## src/rtl/j204c_link_bringup_ctrl_if.sv

```systemverilog
// JESD204C link bring-up control/status bundle.
// master drives the requests and PMA/lock status, slave is the controller.
interface j204c_link_bringup_ctrl_if;
    logic       start;
    logic       stop;
    logic [3:0] tx_pma_ready;
    logic [3:0] rx_pma_ready;
    logic       rx_sh_lock;
    logic       rx_emb_lock;
    logic [3:0] rx_crc_err;
    logic       link_rst;
    logic       sysref_req;
    logic       link_up;
    logic       busy;
    logic       fail;
    logic [2:0] state;
    logic [1:0] retry_cnt;
    logic [7:0] crc_err_cnt;

    modport master (
        output start, stop, tx_pma_ready, rx_pma_ready,
        output rx_sh_lock, rx_emb_lock, rx_crc_err,
        input  link_rst, sysref_req, link_up, busy, fail,
        input  state, retry_cnt, crc_err_cnt
    );

    modport slave (
        input  start, stop, tx_pma_ready, rx_pma_ready,
        input  rx_sh_lock, rx_emb_lock, rx_crc_err,
        output link_rst, sysref_req, link_up, busy, fail,
        output state, retry_cnt, crc_err_cnt
    );
endinterface

```

## src/rtl/j204c_link_bringup_ctrl.sv

```systemverilog
// JESD204C link bring-up sequencer: reset, PMA wait, SYSREF, lock wait,
// retry/fail handling and in-link CRC error counting.
module j204c_link_bringup_ctrl #(
    parameter int RST_CYC     = 16,
    parameter int TIMEOUT_CYC = 65535,
    parameter int SYSREF_CYC  = 4,
    parameter int LOCK_HOLD   = 8,
    parameter int MAX_RETRY   = 3
) (
    input logic                        mgmt_clk,
    input logic                        mgmt_reset,
    j204c_link_bringup_ctrl_if.slave   bus
);

    localparam logic [2:0] S_IDLE      = 3'd0;
    localparam logic [2:0] S_RESET     = 3'd1;
    localparam logic [2:0] S_WAIT_PMA  = 3'd2;
    localparam logic [2:0] S_SYSREF    = 3'd3;
    localparam logic [2:0] S_WAIT_LOCK = 3'd4;
    localparam logic [2:0] S_LINK_UP   = 3'd5;
    localparam logic [2:0] S_FAIL      = 3'd6;

    localparam logic [15:0] RST_LAST = 16'(RST_CYC - 1);
    localparam logic [15:0] TO_LAST  = 16'(TIMEOUT_CYC - 1);
    localparam logic [15:0] SR_LAST  = 16'(SYSREF_CYC - 1);
    localparam logic [7:0]  HOLD_MAX = 8'(LOCK_HOLD);
    localparam logic [1:0]  RETRY_MX = 2'(MAX_RETRY);

    logic [2:0]  st_q, st_nx;
    logic [15:0] cyc_q, cyc_nx;
    logic [7:0]  hold_q, hold_nx;
    logic [1:0]  retry_q, retry_nx;
    logic [7:0]  crc_q, crc_nx;

    logic link_rst_q, sysref_q, link_up_q, busy_q, fail_q;

    logic       lock;
    logic       pma_ok;
    logic       timeout;
    logic [2:0] pop;
    logic [8:0] crc_sum;

    assign lock    = bus.rx_sh_lock & bus.rx_emb_lock;
    assign pma_ok  = (bus.tx_pma_ready == 4'hF) &&
                     (bus.rx_pma_ready == 4'hF);
    assign timeout = (cyc_q == TO_LAST);
    assign pop     = {2'b0, bus.rx_crc_err[0]} +
                     {2'b0, bus.rx_crc_err[1]} +
                     {2'b0, bus.rx_crc_err[2]} +
                     {2'b0, bus.rx_crc_err[3]};
    assign crc_sum = {1'b0, crc_q} + {6'b0, pop};

    always_comb begin
        st_nx    = st_q;
        retry_nx = retry_q;
        hold_nx  = 8'd0;
        crc_nx   = crc_q;
        unique case (1'b1)
            (st_q == S_IDLE): begin
                if (bus.start) begin
                    st_nx    = S_RESET;
                    retry_nx = 2'd0;
                end
            end
            (st_q == S_RESET): begin
                if (cyc_q == RST_LAST)
                    st_nx = S_WAIT_PMA;
            end
            (st_q == S_WAIT_PMA): begin
                if (pma_ok) begin
                    st_nx = S_SYSREF;
                end else if (timeout) begin
                    if (retry_q < RETRY_MX) begin
                        st_nx    = S_RESET;
                        retry_nx = retry_q + 2'd1;
                    end else begin
                        st_nx = S_FAIL;
                    end
                end
            end
            (st_q == S_SYSREF): begin
                if (cyc_q == SR_LAST)
                    st_nx = S_WAIT_LOCK;
            end
            (st_q == S_WAIT_LOCK): begin
                hold_nx = lock ? hold_q + 8'd1 : 8'd0;
                // Reaching the hold target beats a coincident timeout.
                if (hold_nx == HOLD_MAX) begin
                    st_nx   = S_LINK_UP;
                    hold_nx = 8'd0;
                    crc_nx  = 8'd0;
                end else if (timeout) begin
                    hold_nx = 8'd0;
                    if (retry_q < RETRY_MX) begin
                        st_nx    = S_RESET;
                        retry_nx = retry_q + 2'd1;
                    end else begin
                        st_nx = S_FAIL;
                    end
                end
            end
            (st_q == S_LINK_UP): begin
                crc_nx = crc_sum[8] ? 8'hFF : crc_sum[7:0];
                if (!lock) begin
                    st_nx    = S_RESET;
                    retry_nx = 2'd0;
                end
            end
            (st_q == S_FAIL): begin
                if (bus.start) begin
                    st_nx    = S_RESET;
                    retry_nx = 2'd0;
                end
            end
            default: st_nx = S_IDLE;
        endcase
        // Abort outranks everything; the CRC tally is kept for post-mortem.
        if (bus.stop) begin
            st_nx    = S_IDLE;
            retry_nx = 2'd0;
            hold_nx  = 8'd0;
            crc_nx   = crc_q;
        end
    end

    always_comb begin
        if (bus.stop || (st_nx != st_q))
            cyc_nx = 16'd0;
        else if (cyc_q == 16'hFFFF)
            cyc_nx = cyc_q;
        else
            cyc_nx = cyc_q + 16'd1;
    end

    always_ff @(posedge mgmt_clk or posedge mgmt_reset) begin
        if (mgmt_reset) begin
            st_q       <= S_IDLE;
            cyc_q      <= 16'd0;
            hold_q     <= 8'd0;
            retry_q    <= 2'd0;
            crc_q      <= 8'd0;
            link_rst_q <= 1'b1;
            sysref_q   <= 1'b0;
            link_up_q  <= 1'b0;
            busy_q     <= 1'b0;
            fail_q     <= 1'b0;
        end else begin
            st_q       <= st_nx;
            cyc_q      <= cyc_nx;
            hold_q     <= hold_nx;
            retry_q    <= retry_nx;
            crc_q      <= crc_nx;
            link_rst_q <= (st_nx == S_IDLE) || (st_nx == S_RESET) ||
                          (st_nx == S_FAIL);
            sysref_q   <= (st_nx == S_SYSREF);
            link_up_q  <= (st_nx == S_LINK_UP);
            busy_q     <= (st_nx == S_RESET) || (st_nx == S_WAIT_PMA) ||
                          (st_nx == S_SYSREF) || (st_nx == S_WAIT_LOCK);
            fail_q     <= (st_nx == S_FAIL);
        end
    end

    assign bus.state       = st_q;
    assign bus.retry_cnt   = retry_q;
    assign bus.crc_err_cnt = crc_q;
    assign bus.link_rst    = link_rst_q;
    assign bus.sysref_req  = sysref_q;
    assign bus.link_up     = link_up_q;
    assign bus.busy        = busy_q;
    assign bus.fail        = fail_q;

endmodule

```

## src/flat_wrapper.sv

```systemverilog
// flat-port wrapper written by rule: the top's interface ports become plain ports
module j204c_link_bringup_ctrl_flat 
#(
    parameter int RST_CYC     = 16,
    parameter int TIMEOUT_CYC = 65535,
    parameter int SYSREF_CYC  = 4,
    parameter int LOCK_HOLD   = 8,
    parameter int MAX_RETRY   = 3
)
  (mgmt_clk, mgmt_reset, bus_start, bus_stop, bus_tx_pma_ready, bus_rx_pma_ready, bus_rx_sh_lock, bus_rx_emb_lock, bus_rx_crc_err, bus_link_rst, bus_sysref_req, bus_link_up, bus_busy, bus_fail, bus_state, bus_retry_cnt, bus_crc_err_cnt);
  j204c_link_bringup_ctrl_if bus_i ();
  input logic mgmt_clk;
  input logic mgmt_reset;
  input wire logic [$bits(bus_i.start)-1:0] bus_start;
  input wire logic [$bits(bus_i.stop)-1:0] bus_stop;
  input wire logic [$bits(bus_i.tx_pma_ready)-1:0] bus_tx_pma_ready;
  input wire logic [$bits(bus_i.rx_pma_ready)-1:0] bus_rx_pma_ready;
  input wire logic [$bits(bus_i.rx_sh_lock)-1:0] bus_rx_sh_lock;
  input wire logic [$bits(bus_i.rx_emb_lock)-1:0] bus_rx_emb_lock;
  input wire logic [$bits(bus_i.rx_crc_err)-1:0] bus_rx_crc_err;
  output wire logic [$bits(bus_i.link_rst)-1:0] bus_link_rst;
  output wire logic [$bits(bus_i.sysref_req)-1:0] bus_sysref_req;
  output wire logic [$bits(bus_i.link_up)-1:0] bus_link_up;
  output wire logic [$bits(bus_i.busy)-1:0] bus_busy;
  output wire logic [$bits(bus_i.fail)-1:0] bus_fail;
  output wire logic [$bits(bus_i.state)-1:0] bus_state;
  output wire logic [$bits(bus_i.retry_cnt)-1:0] bus_retry_cnt;
  output wire logic [$bits(bus_i.crc_err_cnt)-1:0] bus_crc_err_cnt;
  assign bus_i.start = bus_start;
  assign bus_i.stop = bus_stop;
  assign bus_i.tx_pma_ready = bus_tx_pma_ready;
  assign bus_i.rx_pma_ready = bus_rx_pma_ready;
  assign bus_i.rx_sh_lock = bus_rx_sh_lock;
  assign bus_i.rx_emb_lock = bus_rx_emb_lock;
  assign bus_i.rx_crc_err = bus_rx_crc_err;
  assign bus_link_rst = bus_i.link_rst;
  assign bus_sysref_req = bus_i.sysref_req;
  assign bus_link_up = bus_i.link_up;
  assign bus_busy = bus_i.busy;
  assign bus_fail = bus_i.fail;
  assign bus_state = bus_i.state;
  assign bus_retry_cnt = bus_i.retry_cnt;
  assign bus_crc_err_cnt = bus_i.crc_err_cnt;
  j204c_link_bringup_ctrl #(.RST_CYC(RST_CYC), .TIMEOUT_CYC(TIMEOUT_CYC), .SYSREF_CYC(SYSREF_CYC), .LOCK_HOLD(LOCK_HOLD), .MAX_RETRY(MAX_RETRY)) u_core (.mgmt_clk(mgmt_clk), .mgmt_reset(mgmt_reset), .bus(bus_i));
endmodule
```

## config.mk

```make
export PLATFORM = sky130hd
export DESIGN_NAME = j204c_link_bringup_ctrl_flat
export DESIGN_NICKNAME = d
export VERILOG_FILES = /design/src/rtl/j204c_link_bringup_ctrl_if.sv /design/src/rtl/j204c_link_bringup_ctrl.sv /design/src/flat_wrapper.sv
export SDC_FILE = /design/constraint.sdc
export NUM_CORES = 1
export LEC_CHECK = 0
export ABC_AREA = 1
export CORE_AREA = 4 4 101 103
export DETAILED_ROUTE_END_ITERATION = 6
export DIE_AREA = 0 0 105 107
export HOLD_SLACK_MARGIN = 0.02
export PLACE_DENSITY_LB_ADDON = 0.15
export SLEW_MARGIN = 20
export SYNTH_ARGS = -nofsm -noshare
export SYNTH_HDL_FRONTEND = slang
export SYNTH_SLANG_ARGS = --single-unit
export TNS_END_PERCENT = 20
```

## constraint.sdc

```tcl
create_clock -name mgmt_clk -period 2.3 [get_ports mgmt_clk]
set_input_delay 0.46 -clock mgmt_clk [delete_from_list [all_inputs] [get_ports mgmt_clk]]
set_output_delay 0.46 -clock mgmt_clk [all_outputs]
set_load 0.005 [all_outputs]
```

==> summary.md, run 1 <==
| Metric | Value |
|---|---|
| Final setup violation count | 7 |
| DR WL/cell | 11.8 um |
| Post-CTS Hold Buffers | 0 |
| Asr flop ratio synth | 1.00 |
| TritonCTS clock tree | done |
| Net Switching | 390 uW |
| Total number of H-tree levels | 2 |
| Cell Pwr Density | between 400 and 500 nW/um2 |
| First DRT Iteration DRCs | slightly above 70 |
| Initial antenna violation count | 0 |
| CTS Root Cell | clkbuf_8 |
| Post-synth cell types | 33 |
| Clock Latency Late Sink | ~0.29 ns |
| Final #Nets | 482 |
| Largest family of logic cells by synthesized area | simple AND/OR/NAND/NOR gates |
| Status | finished with violations |
| Hold Crit Class | in -> async |
| TritonCTS sink count | 42 |
| Finished Core Util | 0.418 |
| Core box area | 9200 um2 |
| Cell row count | 35 |
| Number of enable flip-flop cells after synthesis | 0 |
| DRC | 0 |
| Syn avg cell area | 7.45 um2 |
| Most used flip-flop cell after synthesis | dfrtp_1 |
| Comb power frac | 0.130 |
| Largest net degree at the start of global routing | 20 |
| DP Cell Count | 555 |
| Routed vias | 2,576 |
| Final HPWL DP | 5270 um |
| Cells after synthesis | 383 |
| Die ar. | 11,200 um2 |
| Reg clk slew, reported paths | 0.08 ns |
| Critical path, cell by cell | buf_6 > ha_4 > inv_2 > fa_2 > inv_2 > ha_4 > fa_2 > nand2_2 > nand2_2 > nand3_2 > nor2_4 > inv_2 > buf_4 > nand3_2 > a21oi_2 > a21oi_1 |
| Max Cap Viol | 0 |
| Cell Int Power | between 1 and 1.5 mW |
| Pins Over Slew Limit | 0 |
| Final non-filler cell total | ~570 |
| Area of the mapped netlist | 2850 um2 |
| Vias in the first global route | 2,452 |
| Tcrit/Tclk final | 1.06 |
| Xor/xnor share of the synthesized area | 0.0399 |
| RSZ-0062 raised after global routing | yes |
| Setup tns final | -0.640 ns |
| Worst Clk Skew | 0.00769 ns |
| Synth warn | 0 |
| Clk pwr share | 0.423 |
| Max incr delay on CP | 0.51 ns |
| Max FO, Critical Path | 2 |
| Tot GR Track Use | 0.122 |
| Final worst slack | -0.145 ns |
| Area delta synth->final | 34.8% |
| Synth Area in Simple Gates | 0.385 |
| Register area share after synthesis | 0.369 |
| FMAX | roughly 410 MHz |
| Chip width | around 110 um |
| CP Data Arrival Time | 2.63 ns |
| IO Pins | 36 |
| CP Class | in -> reg |
| Routed WL | 6660 um |
| Relative slew slack | 0.518 |
| Violated checks | negative setup slack |
| Worst Setup End Kind | register |
| Sequential Power Share | 0.447 |
| Worst path most repeated cell | inv_2 |
| Worst vdd ir | 0.000202 V |
| Via-per-instance ratio | 4.56 |
| DRT Pass-1 Iters | 4 |
| Setup crit start kind | primary input |
| Sw Share | 0.228 |
| Synth Net Count | 412 |
| Seq cells post-synth | 42 |
| Leakage | approximately 1.7 nW |
| Worst path slowest cell | fa_2 |
| Post-Synth Adder-Cell Area | 0.0535 |
| Worst-Margin Slew | 0.719 ns |
| Die height | 107 um |
| Layout cells sized above 1 | 0.256 |
| First-pass GRT wire length | 11,500 um |
| GP Congestion | 0.814 |
| Initial core utilization | 0.310 |
| Congestion Overflow GR | 0 |
| Power, Total | 1.71 mW |
| Compound-Gate Fraction of Synth Area | 0.0636 |
| Diode count | 0 |
| Worst hold slack | 0.500 ns |
| Port Buffers | 35 |
| Critical Path RT | 2.48 ns |
| Final min period | 2.45 ns |
| Clock Tree Buf Depth | 2 |
| Mux share of post-synthesis cell area | 0 |
| CTS buffer count | 5 |
| Endpoints failing hold | 0 |
| FILL cells | 955 |
| DRT antenna net count | 0 |
[cell type report]
class | count | area, um2 | share of cell area
timing repair buffer | 65 | 613 | 0.159
clock inverter | 2 | 60.1 | 0.0156
inverter | 61 | 229 | 0.0596
sequential | 42 | 1050 | 0.274
tap | 111 | 139 | 0.0361
clock buffer | 6 | 82.6 | 0.0215
multi-input combinational | 278 | 1670 | 0.433
[worst max-delay path, delay by kind of cell]
kind / cells / cell delay, ns
and+or+nand+nor: 5 / 0.35
buffers and inverters: 5 / 0.35
adders and majority gates: 4 / 1.25
AOI/OAI and AO/OA: 2 / 0.20
[cell usage after synthesis, drive strengths merged, types with 2 or more instances]
library cell,count,area [um2]
nand2,90,360
nor2,67,352
inv,60,225
dfrtp,41,1030
nand3,40,248
o21ai,22,110
nand4,10,62.6
xor2,10,87.6
a21oi,9,48.8
ha,9,113
nor3,9,50.1
xnor2,3,26.3
buf,2,25.0
fa,2,40.0
nor4,2,12.5
[final timing paths]
path                                          from                   endpoint  slack [ns]  cells past startpoint
setup / recovery                 bus_rx_crc_err[1]  u_core.bus.crc_err_cnt[7]       -0.15                     16
hold / removal                          mgmt_reset            u_core.cyc_q[2]        0.50                      2
setup reg to reg                  u_core.hold_q[1]           u_core.cyc_q[10]        0.20                     14
hold reg to reg            u_core.bus.retry_cnt[0]    u_core.bus.retry_cnt[0]        0.53                      1
max in group asynchronous               mgmt_reset            u_core.cyc_q[0]        1.26                      3
min in group mgmt_clk      u_core.bus.retry_cnt[0]    u_core.bus.retry_cnt[0]        0.53                      1
[cells in the final DEF (no fill, tap or decap), types with 2 or more instances in the layout]
master,synthesis,layout
bufinv_16,0,2
inv_2,8,15
dfrtp_2,0,2
dlygate4sd2_1,0,2
nand3_2,7,9
a21oi_2,1,2
o21ai_2,0,2
nand2_1,83,79
ha_1,9,4
buf_6,0,2
nand4_1,10,10
buf_12,1,3
dfrtp_1,41,39
nor2_4,10,12
a21oi_1,8,7
clkbuf_8,0,6
o21ai_1,6,9
ha_4,0,4
nor3_1,8,8
xor2_1,10,10
inv_1,52,44
fa_2,0,2
xnor2_1,3,3
buf_4,0,27
nor2_1,47,44
nor2_2,10,11
o21ai_0,16,11
nand3_1,32,30
nand2_2,6,10
clkinv_1,1,2
clkdlybuf4s50_1,0,31
nor4_1,2,2
[cell families after synthesis]
kind of cell / Yosys count
and+or+nand+nor: 220
DFF: 42
xor gates and xnor gates: 13
buffers and inverters: 63
adders and majority gates: 11
AOI/OAI and AO/OA: 34
[sequential cells by signal, indices dropped and copies added (netlist names)]
name,cells
u_core.bus.busy,1
u_core.bus.crc_err_cnt,8
u_core.bus.fail,1
u_core.bus.link_rst,1
u_core.bus.link_up,1
u_core.bus.retry_cnt,2
u_core.bus.state,3
u_core.bus.sysref_req,1
u_core.cyc_q,16
u_core.hold_q,8
[power groups by stage]
stage                     Sequential (mW)  Combinational, mW  Clock (mW)
final                               0.762              0.222       0.721
after global placement              0.776              0.207           0
after CTS                           0.761              0.219       0.752
after global routing                0.764              0.250       0.776
after floorplan                     0.773              0.118           0
after detailed placement            0.776              0.207           0
[metrics by stage]
step                area (um2)  setup slack, ns
floorplan                 2880           -0.276
global placement          3590           -0.807
detailed placement        3590           -0.868
CTS                       3780           -0.140
global route              3840           -0.228
finish                    3840           -0.145
[timing repair]
item	CTS	global route
resized for setup	32	11
setup buffers	0	2
setup endpoints to repair	8	24
pin swaps	16	12
[per-layer routing]
layer	global-route usage	vias to the layer above	wire length, um
li1	-	1354	-
met1	0.153	1186	3150
met2	0.217	27	3270
met3	0.0229	9	143
met4	0.0300	0	98
met5	0	-	0
(Power assumes the default switching activity.)
==> run 2: changes to the inputs <==
==> constraint.sdc (replaced) <==
create_clock -name mgmt_clk -period 3 [get_ports mgmt_clk]
set_input_delay 0.6 -clock mgmt_clk [delete_from_list [all_inputs] [get_ports mgmt_clk]]
set_output_delay 0.6 -clock mgmt_clk [all_outputs]
set_load 0.005 [all_outputs]
==> run 2 against run 1 <==
The flow now finishes without violations. Total power fell by 34%. Wire length down 3.4%. Clock power is 47% lower. Clock skew hardly changed. Cell area fell by 6.7%. Critical endpoint is now u_core.bus.crc_err_cnt[3]. Largest cell class unchanged. Largest power group unchanged. Highest routed layer unchanged.
==> summary.md, run 2 (synthesis gave the netlist of run 1 again) <==
| Metric | Value |
|---|---|
| Status | finished, final reports clean |
| DP Cell Count | 537 (-3.2%) |
| Worst R2R End | u_core.cyc_q[5] |
| TritonCTS clock tree | done |
| CTS buffer count | 5 (unchanged) |
| Tcrit/Tclk final | 0.930 |
| Die ar. | 11,200 um2 (unchanged) |
| Die height | 107 um (unchanged) |
| Total number of H-tree levels | 2 (unchanged) |
| Worst-Margin Slew | 0.549 ns (-0.170 ns) |
| DRT Pass-1 Iters | 4 (unchanged) |
| Final #Nets | 462 (-4.1%) |
| Reg clk slew, reported paths | 0.09 ns (about the same) |
| Final HPWL DP | 4990 um (-5.2%) |
| Setup crit start kind | primary input |
| Vias in the first global route | 2,408 (-1.8%) |
| Area delta synth->final | 25.7% |
| Max reg flops | 16 (unchanged) |
| Commonest non-fill, non-tap cell in the layout | nand2_1 |
| Reg2Reg Setup Slack | 0.77 ns (+0.57 ns) |
| Core box area | 9200 um2 (unchanged) |
| Final setup violation count | 0 (-7) |
| Finished Core Util | 0.390 (-0.0282) |
| CTS Root Cell | clkbuf_8 |
| Tot GR Track Use | 0.119 (-0.00315) |
| DR WL/cell | 11.8 um (+0.10%) |
| GP Congestion | 0.792 (-2.7%) |
| Routed WL | 6430 um (-3.4%) |
| Via-per-instance ratio | 4.55 (-0.15%) |
| Pre-CTS setup slack | -0.422 ns (+0.446 ns) |
| Max FO, Critical Path | 4 (+2) |
| Initial core utilization | 0.310 (unchanged) |
| Worst hold slack | 0.529 ns (+0.0291 ns) |
| Worst hold start | u_core.bus.retry_cnt[1] |
| Cell row count | 35 (unchanged) |
| FILL cells | 968 (+1.4%) |
| Max Cap Viol | 0 (unchanged) |
| DRC | 0 (unchanged) |
| RR Startpoint | u_core.cyc_q[0] |
| Congestion Overflow GR | 0 (unchanged) |
| Cell Pwr Density | 312 nW/um2 (-30%) |
| Largest net degree at the start of global routing | 43 (+110%) |
| FMAX | between 300 and 400 MHz |
| Largest register by flop count | u_core.cyc_q |
| DRT antenna net count | 0 (unchanged) |
| Relative slew slack | 0.634 (+0.116) |
| Pins Over Slew Limit | 0 (unchanged) |
| Leakage | 1.63 nW (-6.1%) |
| Chip width | 105 um (unchanged) |
| Worst Clk Skew | 0.00777 ns (+0.0000814 ns) |
| TritonCTS sink count | 42 (unchanged) |
| Final min period | 2.79 ns |
| Final non-filler cell total | 545 (-3.5%) |
| Hold depth | 2 |
| Hold Crit Class | reg -> reg |
| Post-CTS Hold Buffers | 0 (unchanged) |
| Diode count | 0 (unchanged) |
| Initial antenna violation count | 0 (unchanged) |
| Layout cells sized above 1 | 0.189 (-0.0666) |
| Worst vdd ir | 0.000156 V (-23%) |
| CP Class | in -> reg |
| Hold Path End | u_core.bus.retry_cnt[1] |
| RSZ-0062 raised after global routing | no |
| IO Pins | 36 (unchanged) |
| Port Buffers | 35 (unchanged) |
| Critical Path RT | 3.18 ns (+0.70 ns) |
| Final worst slack | 0.211 ns (+0.356 ns) |
| CP Data Arrival Time | 2.97 ns (+0.34 ns) |
| Clock Latency Late Sink | 0.30 ns (about the same) |
| Post CTS Setup Buffer Count | 0 (unchanged) |
| Worst r2r path cells | 14 (unchanged) |
| Clock Tree Buf Depth | 2 (unchanged) |
| Routed vias | 2,481 (-3.7%) |
| Endpoints failing hold | 0 (unchanged) |
| Worst Setup End Kind | register |
| First DRT Iteration DRCs | 80 (+13%) |
| Most frequent cells in the layout | 80 x nand2_1, 47 x inv_1, 45 x nor2_1 |
| First-pass GRT wire length | 11,000 um (-3.9%) |
[run 2: cell count changes in the layout (fill, tap and decap cells not counted), sizes merged]
cell | previous run | this run
clkdlybuf4s50 | 31 | 33
inv | 59 | 61
bufinv | 2 | 0
dlymetal6s2s | 0 | 2
buf | 32 | 10
dlygate4sd2 | 2 | 0
clkinvlp | 0 | 1
clkbuf | 6 | 5
[run 2: critical path, stage by stage]
cell and delay, ns:
clkdlybuf4s50_1 0.45, inv_1 0.05, fa_2 0.56, inv_2 0.04, ha_4 0.15, fa_2 0.36
nand2_2 0.08, nand2_2 0.08, nand3_4 0.07, nor2_4 0.05, inv_2 0.07, nor2_4 0.05
inv_2 0.07, o21ai_1 0.07, o21ai_1 0.14, o21ai_1 0.08
[run 2: what timing repair did]
| action | CTS | global route |
|---|---|---|
| cloned | 0 | 0 |
| setup endpoints to repair | 5 | 7 |
| pin swaps | 1 | 12 |
| gates resized for setup | 5 | 23 |
[run 2: routing by layer]
layer | up-vias | GRT usage | part of all wire
met3 | 7 | 0.0247 | 0.017
met4 | 0 | 0.0281 | 0.010
met5 | - | 0 | 0
li1 | 1311 | - | -
met2 | 18 | 0.209 | 0.50
met1 | 1145 | 0.150 | 0.48
[run 2: per-stage QoR]
| stage | power, mW | cell area [um2] | setup TNS (ns) |
|---|---|---|---|
| after floorplan | 0.680 | 2850 | 0 |
| after global routing | 1.19 | 3590 | 0 |
| after CTS | 1.14 | 3510 | 0 |
| final | 1.12 | 3590 | 0 |
| after global placement | 0.739 | 3400 | -2.20 |
| after detailed placement | 0.740 | 3400 | -2.66 |
[run 2: how the worst max path moves through the flow]
stage                           start  depth (start not counted)  slack [ns]                        end
detailed placement  bus_rx_crc_err[0]                         17       -0.42  u_core.bus.crc_err_cnt[3]
CTS                 bus_rx_crc_err[0]                         17       0.004  u_core.bus.crc_err_cnt[5]
floorplan           bus_rx_crc_err[0]                         16        0.20  u_core.bus.crc_err_cnt[3]
finish              bus_rx_crc_err[2]                         16        0.21  u_core.bus.crc_err_cnt[3]
global placement    bus_rx_crc_err[0]                         17       -0.35  u_core.bus.crc_err_cnt[3]
global route        bus_rx_crc_err[2]                         14        0.12  u_core.bus.crc_err_cnt[5]
[run 2: cell type report]
type / count / area, um2 / share of cell area
well taps: 111 / 139 / 0.0387
flip-flops and latches: 42 / 1050 / 0.293
multi-input cells: 278 / 1630 / 0.454
inverters: 61 / 229 / 0.0639
clock buffers: 5 / 68.8 / 0.0192
repair buffers: 45 / 443 / 0.124
clock inverters: 3 / 25.0 / 0.00698
[run 2: where the power goes]
part | switching (mW) | total [mW] | internal (mW)
combinational | 0.0849 | 0.152 | 0.0672
clock | 0.217 | 0.385 | 0.168
sequential | 0.00890 | 0.583 | 0.574
==> run 3: changes to the inputs <==
==> constraint.sdc (replaced) <==
create_clock -name mgmt_clk -period 2.4 [get_ports mgmt_clk]
set_input_delay 0.48 -clock mgmt_clk [delete_from_list [all_inputs] [get_ports mgmt_clk]]
set_output_delay 0.48 -clock mgmt_clk [all_outputs]
set_load 0.005 [all_outputs]
==> run 3 against run 2 <==
The run now ends with negative setup slack left. Die area stayed put. Wire length is 4.4% higher. Sequential share of layout area is 1.5 points lower. Via count is 4.4% higher. Utilization is 2.1 points higher. Combinational power is 39% higher. Sequential power is 25% higher. Cell area is 5.4% higher. Non-clock buffer count is 20 higher.
==> summary.md, run 3 (synthesis gave the netlist of run 1 again) <==
| Metric | Value |
|---|---|
| Max Cap Viol | 0 (unchanged) |
| Hold Crit Class | in -> async |
| Port Buffers | 35 (unchanged) |
| Reg2Reg Setup Slack | 0.26 ns (-0.51 ns) |
| Core box area | 9200 um2 (unchanged) |
| Chip width | 105 um (unchanged) |
| Max reg flops | 16 (unchanged) |
| TritonCTS sink count | 42 (unchanged) |
| Final worst slack | -0.0267 ns (-0.238 ns) |
| GP Congestion | 0.822 (+3.8%) |
| Via-per-instance ratio | 4.58 (+0.70%) |
| Die height | 107 um (unchanged) |
| Layout cells sized above 1 | 0.238 (+0.0489) |
| Final min period | between 2 and 2.5 ns |
| FMAX | 412 MHz |
| Worst path slowest cell | fa_2 |
| Sw Share | 0.261 (-0.0166) |
| Tcrit/Tclk final | 1.01 |
| Vias in the first global route | 2,570 (+6.7%) |
| Max FO, Critical Path | 4 (unchanged) |
| Max incr delay on CP | 0.51 ns (-0.05 ns) |
| Final #Nets | 482 (+4.3%) |
| Reg clk slew, reported paths | 0.08 ns (about the same) |
| Power, Total | 1.42 mW (+27%) |
| Largest register by flop count | u_core.cyc_q |
| Cell row count | 35 (unchanged) |
| TritonCTS clock tree | done |
| Endpoints failing hold | 0 (unchanged) |
| Pins Over Slew Limit | 0 (unchanged) |
| CTS Root Cell | clkbuf_8 |
| Worst path most repeated cell | inv_2 |
| DR WL/cell | 11.9 um (+0.72%) |
| First DRT Iteration DRCs | 86 (+7.5%) |
| Setup crit start kind | primary input |
| Final HPWL DP | 5280 um (+5.8%) |
| Violated checks | negative setup slack |
| Die ar. | 11,200 um2 (unchanged) |
| DRC | 0 (unchanged) |
| Finished Core Util | 0.411 (+0.0210) |
| FILL cells | 964 (-0.41%) |
| CP Class | in -> reg |
| Clock Tree Buf Depth | 2 (unchanged) |
| Cell area after layout | 3780 um2 (+5.4%) |
| Cell Pwr Density | 376 nW/um2 (+20%) |
| Initial core utilization | 0.310 (unchanged) |
| Congestion Overflow GR | 0 (unchanged) |
| Leakage | 1.72 nW (+5.4%) |
| Critical path's top delay family | adder cells |
| Most frequent cells in the layout | 80 x nand2_1, 45 x nor2_1, 44 x inv_1 |
| First-pass GRT wire length | 11,800 um (+6.7%) |
| WP buf/inv | 5 (unchanged) |
| Largest net degree at the start of global routing | 28 (-35%) |
| Worst Clk Skew | 0.00442 ns (-0.00335 ns) |
| Placed inst area | 3580 um2 (+5.1%) |
| Routed WL | 6710 um (+4.4%) |
| Clock Latency Late Sink | 0.30 ns (about the same) |
| DRT Pass-1 Iters | 7 (+3) |
| Commonest non-fill, non-tap cell in the layout | nand2_1 |
| Total number of H-tree levels | 2 (unchanged) |
| Routed vias | 2,590 (+4.4%) |
| Status | finished with violations |
| CP Data Arrival Time | 2.61 ns (-0.36 ns) |
| Net Switching | 371 uW (+19%) |
| Sequential Power Share | 0.513 (-0.007) |
| Area delta synth->final | 32.5% |
| Critical Path RT | 2.58 ns (-0.60 ns) |
| Diode count | 0 (unchanged) |
| Cell Int Power | 1.05 mW (+30%) |
| Initial antenna violation count | 0 (unchanged) |
| Pre-CTS setup slack | -0.770 ns (-0.348 ns) |
| Clk pwr share | 0.337 (-0.007) |
| Worst vdd ir | 0.000179 V (+15%) |
| Final setup violation count | 2 (+2) |
| CTS buffer count | 5 (unchanged) |
| Comb power frac | 0.149 (+0.013) |
| Critical path, cell by cell | buf_6 > ha_4 > inv_2 > fa_2 > inv_2 > ha_4 > fa_2 > nand2_2 > nand2_4 > nand3_4 > nor2_4 > inv_2 > nor2_2 > inv_2 > o21ai_1 > a21oi_1 > o31ai_1 |
| Worst-Margin Slew | 0.688 ns (+0.139 ns) |
| IO Pins | 36 (unchanged) |
| Relative slew slack | 0.538 (-0.0956) |
| Worst Setup End Kind | register |
| Tot GR Track Use | 0.127 (+0.00758) |
| RSZ-0062 raised after global routing | yes |
| DRT antenna net count | 0 (unchanged) |
==> run 3: path summary, 6_finish.rpt <==
kind	startpoint	endpoint	cells past startpoint
setup / recovery	bus_rx_crc_err[0]	u_core.bus.crc_err_cnt[5]	17
hold / removal	mgmt_reset	u_core.bus.crc_err_cnt[2]	2
setup reg to reg	u_core.hold_q[0]	u_core.cyc_q[13]	15
hold reg to reg	u_core.bus.retry_cnt[0]	u_core.bus.retry_cnt[0]	1
max in group asynchronous	mgmt_reset	u_core.bus.link_rst	3
min in group mgmt_clk	u_core.bus.retry_cnt[0]	u_core.bus.retry_cnt[0]	1
==> run 3: metal layers <==
metal	global-route usage	routed length, um
met5	0	0
met4	0.0309	61
met3	0.0229	165
met2	0.225	3400
met1	0.160	3090
==> run 3: through the flow <==
| step | std cells | setup TNS (ns) | hold WS (ns) |
|---|---|---|---|
| global placement | 552 | -5.53 | 0.517 |
| detailed placement | 552 | -6.56 | 0.531 |
| floorplan | 383 | -0.866 | 0.501 |
| CTS | 562 | -0.221 | 0.529 |
| finish | 565 | -0.0528 | 0.508 |
| global route | 565 | -0.641 | 0.569 |
==> run 3: what timing repair did <==
| action | 4_1_cts | 5_1_grt |
|---|---|---|
| buffers inserted | 2 | 3 |
| setup endpoints to repair | 8 | 14 |
| hold buffers | 0 | 0 |
| gates resized for setup | 30 | 6 |
| pin swaps | 15 | 7 |
==> run 3: final cells by class <==
cell class	instances	area, um2	area share
Clock inverter	1	5.00	0.00132
Multi-Input combinational cell	278	1640	0.434
Timing Repair Buffer	65	626	0.166
Sequential cell	42	1050	0.278
Tap cell	111	139	0.0368
Clock buffer	7	86.3	0.0228
Inverter	61	229	0.0606
==> run 3: power by group through the flow <==
stage / Combinational [mW] / Clock, mW / Sequential [mW]
CTS: 0.213 / 0.503 / 0.730
global route: 0.236 / 0.532 / 0.731
floorplan: 0.113 / 0 / 0.741
detailed placement: 0.202 / 0 / 0.744
global placement: 0.202 / 0 / 0.743
finish: 0.212 / 0.479 / 0.729
